$ cat src/rtl/pipe_wb_ext.sv
// MEM/WB pipeline register: captures the MEM result bundle, forms the writeback
// word (ALU result or aligned, extended sub-word load) and counts retirements.
module pipe_wb_ext #(
  parameter int DW         = 32,
  parameter int RW         = 5,
  parameter int CW         = 32,
  parameter int ZERO_GUARD = 1
) (
  input  logic                      clk,
  input  logic                      clrn,
  input  logic                      MEMvalid,
  input  logic                      MEMwreg,
  input  logic                      MEMm2reg,
  input  logic [RW-1:0]             MEMwn,
  input  logic [DW-1:0]             MEMaluResult,
  input  logic [DW-1:0]             MEMmemOut,
  input  logic [1:0]                MEMldsize,
  input  logic                      MEMldsign,
  input  logic [$clog2(DW/8)-1:0]   MEMbyteoff,
  input  logic                      stall,
  input  logic                      flush,
  output logic                      WBvalid,
  output logic                      WBwreg,
  output logic [RW-1:0]             WBwn,
  output logic [DW-1:0]             WBdata,
  output logic [CW-1:0]             WBretired
);

  localparam int OFFW = $clog2(DW/8);

  logic            valid_q;
  logic            wreg_q;
  logic            m2reg_q;
  logic [RW-1:0]   wn_q;
  logic [DW-1:0]   alu_q;
  logic [DW-1:0]   mem_q;
  logic [1:0]      ldsize_q;
  logic            ldsign_q;
  logic [OFFW-1:0] byteoff_q;
  logic [CW-1:0]   retired_q;

  logic [OFFW-1:0] off_half;
  logic [OFFW-1:0] off_word;
  logic [DW-1:0]   shifted;
  logic [DW-1:0]   mask;
  logic [DW-1:0]   field;
  logic [DW-1:0]   extracted;
  logic            msb;

  // flush beats stall beats capture; flushed payload fields are simply held
  always_ff @(posedge clk or negedge clrn) begin
    if (!clrn) begin
      valid_q   <= 1'b0;
      wreg_q    <= 1'b0;
      m2reg_q   <= 1'b0;
      wn_q      <= '0;
      alu_q     <= '0;
      mem_q     <= '0;
      ldsize_q  <= 2'b00;
      ldsign_q  <= 1'b0;
      byteoff_q <= '0;
    end else if (flush) begin
      valid_q <= 1'b0;
      wreg_q  <= 1'b0;
    end else if (!stall) begin
      valid_q   <= MEMvalid;
      wreg_q    <= MEMwreg;
      m2reg_q   <= MEMm2reg;
      wn_q      <= MEMwn;
      alu_q     <= MEMaluResult;
      mem_q     <= MEMmemOut;
      ldsize_q  <= MEMldsize;
      ldsign_q  <= MEMldsign;
      byteoff_q <= MEMbyteoff;
    end
  end

  // an instruction retires on the edge it leaves the slot
  always_ff @(posedge clk or negedge clrn) begin
    if (!clrn) begin
      retired_q <= '0;
    end else if (valid_q && (!stall || flush)) begin
      retired_q <= retired_q + CW'(1);
    end
  end

  // unaligned half/word offsets are truncated down to the natural boundary
  assign off_half = byteoff_q & ~OFFW'(1);
  assign off_word = byteoff_q & ~OFFW'(3);

  always_comb begin
    shifted = mem_q;
    mask    = '1;
    msb     = mem_q[DW-1];
    case (ldsize_q)
      2'b01: begin
        shifted = mem_q >> {off_half, 3'b000};
        mask    = DW'(16'hFFFF);
        msb     = shifted[15];
      end
      2'b10: begin
        shifted = mem_q >> {byteoff_q, 3'b000};
        mask    = DW'(8'hFF);
        msb     = shifted[7];
      end
      2'b11: begin
        shifted = mem_q >> {off_word, 3'b000};
        mask    = DW'(32'hFFFF_FFFF);
        msb     = shifted[31];
      end
      default: begin
        shifted = mem_q;
        mask    = '1;
        msb     = mem_q[DW-1];
      end
    endcase
    field     = shifted & mask;
    extracted = (ldsign_q && msb) ? (field | ~mask) : field;
  end

  assign WBvalid   = valid_q;
  assign WBwreg    = valid_q & wreg_q & ((ZERO_GUARD == 0) || (wn_q != '0));
  assign WBwn      = wn_q;
  assign WBdata    = m2reg_q ? extracted : alu_q;
  assign WBretired = retired_q;

endmodule

$ cat config.mk
export PLATFORM = sky130hd
export DESIGN_NAME = pipe_wb_ext
export DESIGN_NICKNAME = d
export VERILOG_FILES = /design/src/rtl/pipe_wb_ext.sv
export SDC_FILE = /design/constraint.sdc
export NUM_CORES = 1
export LEC_CHECK = 0
export CORE_ASPECT_RATIO = 0.75
export CORE_MARGIN = 8
export CORE_UTILIZATION = 40
export CTS_CLUSTER_SIZE = 16
export DETAILED_ROUTE_END_ITERATION = 6
export PLACE_DENSITY_LB_ADDON = 0.15
export REMOVE_ABC_BUFFERS = 1
export SETUP_SLACK_MARGIN = 0.2
export SYNTH_ARGS = -nofsm -noshare
export SYNTH_HDL_FRONTEND = slang
export SYNTH_SLANG_ARGS = --single-unit
$ cat constraint.sdc
create_clock -name clk -period 5.55 [get_ports clk]
set_input_delay 0.555 -clock clk [delete_from_list [all_inputs] [get_ports clk]]
set_output_delay 0.555 -clock clk [all_outputs]
set_load 0.005 [all_outputs]
==> flow_summary_export.csv, run 1 <==
group,metric,value,unit
synth,yosysMostFrequentCell,"dfrtp_1",
routing,drtIter0Drc,256,
synth,synth-seq-cells,109,
routing,drc_errors,0,
routing,ant_nets,0,
clock_network,cts_buffers,9,
run,cap_violations,0,
layout,final_nets,732,
routing,vias,4318,
placed_design,io_buffers,151,
layout,fillers,1194,
power_and_ir_drop,peakVddDrop,160,µV
status,status,"finished clean",
clock_network,clock_sinks,109,
placed_design,place_congestion,0.762,
floorplan,die_area,0.0178,mm²
routing,wl,15100,µm
critical_path,crit_fanout,21,
synth,ys_types,50,
timing,fin_crit_sh,68.1,%
power_and_ir_drop,finalPower,0.00223,W
clock_network,clk_latency,0.34,ns
routing,wl_per_cell,18.3,µm
clock_network,cts-root-buf,"clkbuf_16",
synth,synthArstFlopShare,100,%
routing,drtPass1Iterations,4,
timing,fin_hold_ws,0.252,ns
clock_network,cts_hold_buf,0,
timing,finalClockSkew,0.00639,ns
timing,max_freq,265,MHz
critical_path,endpoint_kind,"output pin",
layout,drive_gt1_share,13.0,%
min_path,hp-class,"input port to asynchronous set/reset pin",
critical_path,crit_path_start_kind,"flop",
global_route,grt_max_degree,56,
placed_design,dpl.hpwl,11200,µm
power_and_ir_drop,p_leak,3.14,nW
clock_network,cts_setup_buffers,0,
timing,final_max_slew_viol_count,0,
synth,synth_top_area_share,49.5,%
clock_network,htree_levels,3,
floorplan,num_io_pins,152,
global_route,grt_overflow,0,
synth,netlist_area,0.00551,mm²
synth,synthTopCellsByCount,"dfrtp_1, nand2_1, mux2_2, nor2_1, o21ai_0",
floorplan,die_x,151,µm
global_route,grt_pass1_vias,4536,
floorplan,core,0.0136,mm²
power_and_ir_drop,powerDensity,300,mW/mm²
floorplan,die_h,118,µm
synth,synth_edf_count,0,
layout,finish.utilization,54.7,%
clock_network,ctsResizeCount,0,
timing,setup_viol,0,
layout,flow.area_growth_from_synthesis,34.8,%
placed_design,place_area,0.00713,mm²
synth,synth_area_leaders,"dfrtp_1, mux2_2, mux2_1, xor2_1, o21ai_0",
synth,syn_avg_cell_area,10.7,µm²
global_route,grt_util_all_layers,17.2,%
synth,synth_warnings,0,
timing,period_minus_slack,3.78,ns
critical_path,crit_type,"flop to output pin",
clock_network,cts_tree,"done",
clock_network,cts_buffer_depth,2,
synth,yosys.area.top_type,"dfrtp_1",
synth,synthFlopType,"dfrtp_1",
clock_network,clk_pin_slew,0.08,ns
critical_path,crit_required,4.99,ns
timing,worst_pin_slew,1.09,ns
routing,via_per_inst,5.21,
critical_path,crit_arrival,3.23,ns
timing,max_slew_margin,27.0,%
timing,rsz0062_at_grt,"false",
timing,hold_violations,0,
layout,final_area,0.00742,mm²
global_route,antenna_found_initial,0,
synth,syn_inst,514,
timing,setup_tns,0,ns
synth,yosysSeqAreaShare,49.5,%
global_route,grt_pass1_wl,24400,µm
floorplan,placement_rows,37,
floorplan,initial_core_util,40.6,%
layout,insertedDiodeCount,0,
==> metrics by stage <==
step           instances  setup WS [ns]
2_1_floorplan        483           1.04
5_1_grt              828           1.53
3_5_place_dp         812           2.14
6_report             828           1.77
4_1_cts              828           1.73
3_3_place_gp         812           2.27
==> worst max-delay path, cell delays in order, from the launching register on <==
cell and delay [ns]:
dfrtp_1 0.85, mux2i_1 0.38, o22ai_1 0.15, a31oi_2 0.82, a21oi_1 0.17, clkdlybuf4s50_1 0.50
==> logic make-up after synthesis <==
logic type	share of synthesized area, %
xor gates and xnor gates	4.93
and+or+nand+nor	13.5
buffers and inverters	4.20
AOI/OAI and AO/OA	12.3
DFF	49.5
muxes	14.9
adders and majority gates	0.682
==> where the power goes <==
group | internal, W | leakage, nW | switching (W) | total, W
sequential | 0.000890 | 1.33 | 0.000106 | 0.000995
clock | 0.000326 | 0.142 | 0.000309 | 0.000635
combinational | 0.000342 | 1.67 | 0.000257 | 0.000598
total | 0.00156 | 3.14 | 0.000671 | 0.00223
==> sequential cells by signal, summed over array words and instances (netlist names) <==
| signal | cells |
|---|---|
| WBretired | 32 |
| alu_q | 32 |
| mem_q | 32 |
| WBwn | 5 |
| byteoff_q | 2 |
| ldsize_q | 2 |
| WBvalid | 1 |
| ldsign_q | 1 |
| m2reg_q | 1 |
| wreg_q | 1 |
==> cell type report <==
type	count	area (µm²)	area share (%)
Clock inverter	6	53.8	0.725
Multi-Input combinational cell	352	2550	34.4
Timing Repair Buffer	154	1540	20.8
Sequential cell	109	2730	36.8
Tap cell	175	219	2.95
Inverter	22	82.6	1.11
Clock buffer	10	239	3.22
==> final timing paths <==
| path | startpoint | end | slack (ns) | depth (start not counted) |
|---|---|---|---|---|
| worst max-delay path | byteoff_q[1]$_DFFE_PN0P_ | WBdata[18] | 1.77 | 5 |
| worst min-delay path | clrn | alu_q[26]$_DFFE_PN0P_ | 0.25 | 1 |
| worst max register to register | WBretired[2]$_DFFE_PN0P_ | WBretired[29]$_DFFE_PN0P_ | 3.89 | 4 |
| worst min register to register | WBretired[31]$_DFFE_PN0P_ | WBretired[31]$_DFFE_PN0P_ | 0.46 | 1 |
| max in group asynchronous | clrn | m2reg_q$_DFFE_PN0P_ | 4.03 | 2 |
| min in group clk | WBretired[31]$_DFFE_PN0P_ | WBretired[31]$_DFFE_PN0P_ | 0.46 | 1 |
==> cell usage in the layout, fill, tap and decap left out, drive strengths merged, types with 4 or more instances in the layout <==
| cell | count |
|---|---|
| o2bb2ai | 8 |
| xor2 | 22 |
| o21bai | 7 |
| nor2 | 40 |
| mux2i | 11 |
| clkdlybuf4s50 | 150 |
| a22oi | 7 |
| o21ai | 38 |
| nand4 | 4 |
| nand2 | 47 |
| nand3 | 12 |
| dfrtp | 109 |
| xnor2 | 9 |
| and4 | 6 |
| inv | 26 |
| a21oi | 25 |
| nor3 | 13 |
| a31oi | 8 |
| a22o | 8 |
| mux2 | 63 |
| buf | 4 |
| clkbuf | 10 |
| nor4 | 7 |
==> routing by layer <==
layer	part of all wire, %	up-vias	track usage (%)
met3	9.0	11	6.61
met2	45	124	25.8
li1	-	2084	-
met4	0.83	0	4.19
met5	0	-	0
met1	45	2099	22.8
(Power assumes the default switching activity.)
==> run 2: changes to the inputs <==
clock period = 3.4 ns   (was 5.55 ns; I/O delays follow)
==> run 2 against run 1 <==
Die area unchanged. Design area increased by 1.1%. First-iteration DRC count shrank 5.1%. Cell count rose by 0.60%. Global-route usage increased by 0.38 points. Largest cell class unchanged. Largest power group unchanged.
==> flow_summary_export.csv, run 2 (synthesis gave the netlist of run 1 again) <==
group,metric,value,unit
placed_design,pre_cts_ws,0.321,ns
min_path,hp-class,"input port to asynchronous set/reset pin",
power_and_ir_drop,clock_power_share,29.7,%
timing,period_minus_slack,3.05,ns
floorplan,die_h,118,µm
status,status,"finished clean",
layout,layout_common_cells,"clkdlybuf4s50_1, dfrtp_1, nand2_1",
placed_design,place_congestion,0.777,
clock_network,clock_sinks,109,
clock_network,cts_setup_buffers,0,
floorplan,die_x,151,µm
global_route,grt_max_degree,69,
global_route,antenna_found_initial,1,
floorplan,initial_core_util,40.6,%
power_and_ir_drop,p_seq_share,42.6,%
timing,max_freq,328,MHz
routing,wl_per_cell,18.7,µm
layout,drive_gt1_share,14.1,%
clock_network,cts_hold_buf,0,
timing,setup_viol,0,
routing,drtPass1Iterations,4,
timing,rsz0062_at_grt,"true",
clock_network,clk_pin_slew,0.08,ns
routing,ant_nets,0,
power_and_ir_drop,switching_share,30.1,%
power_and_ir_drop,p_comb_share,27.8,%
routing,drtIter0Drc,243,
critical_path,crit_type,"flop to output pin",
timing,setup_ws,0.351,ns
routing,via_per_inst,5.27,
global_route,grt_pass1_wl,24900,µm
timing,final_max_slew_viol_count,0,
global_route,grt_overflow,0,
critical_path,crit_arrival,2.71,ns
timing,max_slew_margin,49.6,%
clock_network,ctsResizeCount,3,
power_and_ir_drop,p_int,0.00262,W
placed_design,io_buffers,151,
routing,wl,15500,µm
critical_path,crit_fanout,16,
layout,final_nets,737,
clock_network,cts-root-buf,"clkbuf_16",
power_and_ir_drop,powerDensity,499,mW/mm²
clock_network,cts_tree,"done",
critical_path,crit_required,3.06,ns
timing,hold_violations,0,
clock_network,cts_buffers,9,
run,cap_violations,0,
layout,fillers,1199,
timing,worst_pin_slew,0.756,ns
floorplan,die_area,0.0178,mm²
power_and_ir_drop,power.net_switching,0.00113,W
timing,finalClockSkew,0.00713,ns
power_and_ir_drop,peakVddDrop,283,µV
clock_network,clk_latency,0.35,ns
placed_design,dpl.hpwl,11300,µm
clock_network,cts_buffer_depth,2,
clock_network,htree_levels,3,
critical_path,endpoint_kind,"output pin",
critical_path,crit_path_start_kind,"flop",
layout,flow.area_growth_from_synthesis,36.3,%
layout,finish.utilization,55.3,%
timing,fin_crit_sh,89.7,%
floorplan,placement_rows,37,
routing,vias,4390,
layout,final_common_cell,"clkdlybuf4s50_1",
floorplan,num_io_pins,152,
global_route,grt_util_all_layers,17.6,%
timing,fin_hold_ws,0.0315,ns
power_and_ir_drop,p_leak,3.18,nW
routing,drc_errors,0,
global_route,grt_pass1_vias,4534,
floorplan,core,0.0136,mm²
layout,insertedDiodeCount,0,
==> run 2: cell count changes in the layout (fill, tap and decap cells not counted), sizes merged <==
cell and delta:
buf +5, bufinv +1, clkbuf -1, clkinvlp -1, inv +1
==> run 2: power groups by stage <==
stage,registers [W],clock network (W),logic (W)
final,0.00159,0.00111,0.00104
after detailed placement,0.00162,0,0.00103
after global placement,0.00161,0,0.00102
after global routing,0.00162,0.00121,0.00114
after CTS,0.00159,0.00115,0.00105
after floorplan,0.00160,0,0.000468
==> run 2: metrics by stage <==
step	setup TNS, ns	cells	instance area [µm²]	power (W)
after floorplan	-62.62	483	5360	0.00206
after global placement	0	817	7170	0.00263
after detailed placement	0	817	7170	0.00265
after CTS	0	833	7490	0.00379
after global routing	0	833	7510	0.00396
final	0	833	7510	0.00374
==> run 2: routing by layer <==
layer  global-route usage, %  part of all wire [%]
met1                    23.6                    45
met2                    26.7                    45
met3                    6.19                   8.7
met4                    3.58                  0.89
met5                       0                 0.084
==> run 2: worst paths after layout <==
kind	to	from	cells past startpoint	slack, ns
worst max-delay path	WBdata[19]	ldsize_q[0]$_DFFE_PN0P_	7	0.35
worst min-delay path	alu_q[26]$_DFFE_PN0P_	clrn	1	0.03
worst max register to register	WBretired[27]$_DFFE_PN0P_	WBretired[2]$_DFFE_PN0P_	4	1.70
worst min register to register	WBretired[31]$_DFFE_PN0P_	WBretired[31]$_DFFE_PN0P_	1	0.46
max in group asynchronous	WBretired[6]$_DFFE_PN0P_	clrn	2	2.44
min in group clk	WBretired[31]$_DFFE_PN0P_	WBretired[31]$_DFFE_PN0P_	1	0.46
==> run 2: worst max-delay path, cell delays in order (launching register included) <==
cell and delay [ns]:
dfrtp_1 0.38, inv_1 0.08, ha_2 0.32, nand2b_2 0.20, o22ai_1 0.30, a31oi_4 0.28
a21oi_1 0.25, clkdlybuf4s50_1 0.53
==> run 2: area by class of cell <==
cell class / instances / area (µm²) / area share [%]
Sequential cell: 109 / 2730 / 36.4
Multi-Input combinational cell: 352 / 2580 / 34.4
Timing Repair Buffer: 159 / 1580 / 21.1
Clock buffer: 9 / 225 / 3.00
Tap cell: 175 / 219 / 2.92
Clock inverter: 7 / 87.6 / 1.17
Inverter: 22 / 82.6 / 1.10
==> run 3: changes to the inputs <==
CAP_MARGIN = 20   (was not set)
CORE_UTILIZATION = 57   (was 40)
DONT_BUFFER_PORTS = 1   (was not set)
==> run 3 against run 2 <==
Clock power down 9%. Sequential share of layout area up 9.9 points. Count of clock-buffer cells in the layout unchanged. Utilization up 6.5 points. Via count down 15%.
==> flow_summary_export.csv, run 3 (synthesis gave the netlist of run 1 again) <==
group,metric,value,unit
floorplan,die_x,129,µm
placed_design,dp.cells,619,
layout,flow.area_growth_from_synthesis,7.14,%
timing,max_freq,355,MHz
floorplan,initial_core_util,57.7,%
layout,layout.cells.non_filler,637,
clock_network,clk_latency,0.35,ns
clock_network,cts_buffers,9,
critical_path,crit_arrival,2.48,ns
routing,drtPass1Iterations,4,
timing,period_minus_slack,2.82,ns
clock_network,htree_levels,3,
floorplan,die_h,101,µm
placed_design,place_area,0.00557,mm²
global_route,grt_overflow,0,
routing,wl,13300,µm
layout,final_nets,584,
placed_design,io_buffers,0,
critical_path,crit_fanout,12,
power_and_ir_drop,powerDensity,553,mW/mm²
global_route,antenna_found_initial,1,
run,cap_violations,0,
layout,finish.utilization,61.8,%
critical_path,crit_type,"flop to output pin",
critical_path,crit_path_start_kind,"flop",
clock_network,cts_tree,"done",
timing,hold_violations,0,
global_route,grt_pass1_vias,3799,
layout,final_area,0.00590,mm²
critical_path,slowest_delay,0.39,ns
power_and_ir_drop,p_int,0.00223,W
routing,drc_errors,0,
power_and_ir_drop,clock_power_share,30.8,%
routing,drtIter0Drc,198,
power_and_ir_drop,power.net_switching,0.00103,W
routing,wl_per_cell,20.8,µm
clock_network,clock_sinks,109,
critical_path,critical_path_buf_inv_count,1,
timing,rsz0062_at_grt,"false",
status,status,"finished clean",
power_and_ir_drop,p_seq_share,49.7,%
routing,ant_nets,0,
critical_path,crit_slowest_cell,"o2111ai_2",
clock_network,cts-root-buf,"clkbuf_16",
clock_network,cts_buffer_depth,2,
timing,fin_crit_sh,82.9,%
power_and_ir_drop,peakVddDrop,383,µV
critical_path,path_delay_family,"compound AO/OA/AOI/OAI gates",
layout,drive_gt1_share,17.0,%
clock_network,clk_pin_slew,0.08,ns
timing,setup_viol,0,
floorplan,num_io_pins,152,
timing,max_slew_margin,41.4,%
routing,via_per_inst,5.88,
global_route,grt_pass1_wl,21100,µm
global_route,grt_util_all_layers,20.9,%
critical_path,crit_required,3.06,ns
power_and_ir_drop,p_comb_share,19.5,%
layout,layout_common_cells,"dfrtp_1, nand2_1, mux2_2",
timing,final_max_slew_viol_count,0,
power_and_ir_drop,switching_share,31.6,%
min_path,hp-class,"input port to flop",
global_route,grt_max_degree,110,
floorplan,core,0.00954,mm²
placed_design,dpl.hpwl,9510,µm
layout,final_common_cell,"dfrtp_1",
power_and_ir_drop,p_leak,2.57,nW
timing,worst_pin_slew,0.879,ns
routing,vias,3748,
floorplan,placement_rows,31,
timing,finalClockSkew,0.00741,ns
floorplan,die_area,0.0131,mm²
critical_path,endpoint_kind,"output pin",
placed_design,place_congestion,0.780,
layout,insertedDiodeCount,0,
critical_path,crit_path_cell_trace,"inv_1 > ha_1 > nand2b_1 > o22a_1 > o2111ai_2 > a22o_1",
-- run 3: metal layers --
| metal | GRT usage [%] | vias to the layer above | wire, µm | share of wire [%] |
|---|---|---|---|---|
| met1 | 27.7 | 1849 | 5960 | 45 |
| li1 | - | 1775 | - | - |
| met4 | 4.80 | 2 | 65 | 0.49 |
| met3 | 9.46 | 9 | 1230 | 9.3 |
| met2 | 30.5 | 113 | 6000 | 45 |
| met5 | 0 | - | 8 | 0.060 |
-- run 3: through the flow --
step	TNS, ns	total power, W	hold slack [ns]	setup slack [ns]
2_1_floorplan	-62.62	0.00206	0.0444	-0.899
3_3_place_gp	0	0.00224	0.0473	0.887
3_5_place_dp	0	0.00225	0.0474	0.806
4_1_cts	0	0.00330	0.0278	0.423
5_1_grt	0	0.00344	0.0242	0.399
6_report	0	0.00326	0.0430	0.580
-- run 3: cell type report --
type / count / area (µm²)
Multi-Input combinational cell: 352 / 2560
Clock buffer: 9 / 225
Inverter: 22 / 82.6
Tap cell: 132 / 165
Clock inverter: 7 / 60.1
Timing Repair Buffer: 6 / 80.1
Fill cell: 839 / 3640
Sequential cell: 109 / 2730
-- run 3: worst paths after layout --
path / slack (ns) / end / startpoint / depth (start not counted)
min: 0.04 / WBvalid$_DFFE_PN0N_ / flush / 1
max reg2reg: 1.68 / WBretired[31]$_DFFE_PN0P_ / WBretired[2]$_DFFE_PN0P_ / 4
max in group asynchronous: 2.38 / WBretired[17]$_DFFE_PN0P_ / clrn / 2
max: 0.58 / WBdata[15] / ldsize_q[0]$_DFFE_PN0P_ / 6
min reg2reg: 0.49 / alu_q[25]$_DFFE_PN0P_ / alu_q[25]$_DFFE_PN0P_ / 1
min in group asynchronous: 0.57 / alu_q[16]$_DFFE_PN0P_ / clrn / 2
-- run 3: repair_timing --
action                                  4_1_cts  5_1_grt
setup buffers                                 0        0
endpoints found under the setup margin        0        1
gates resized for setup                       0        1
hold endpoints to repair                    109        0
hold buffers                                  2        0
-- run 3: power groups by stage --
stage / Combinational, W / Clock, W / Sequential, W
2_1_floorplan: 0.000468 / 0 / 0.00160
3_3_place_gp: 0.000598 / 0 / 0.00164
3_5_place_dp: 0.000608 / 0 / 0.00165
4_1_cts: 0.000644 / 0.00104 / 0.00162
5_1_grt: 0.000711 / 0.00108 / 0.00165
6_report: 0.000637 / 0.00101 / 0.00162
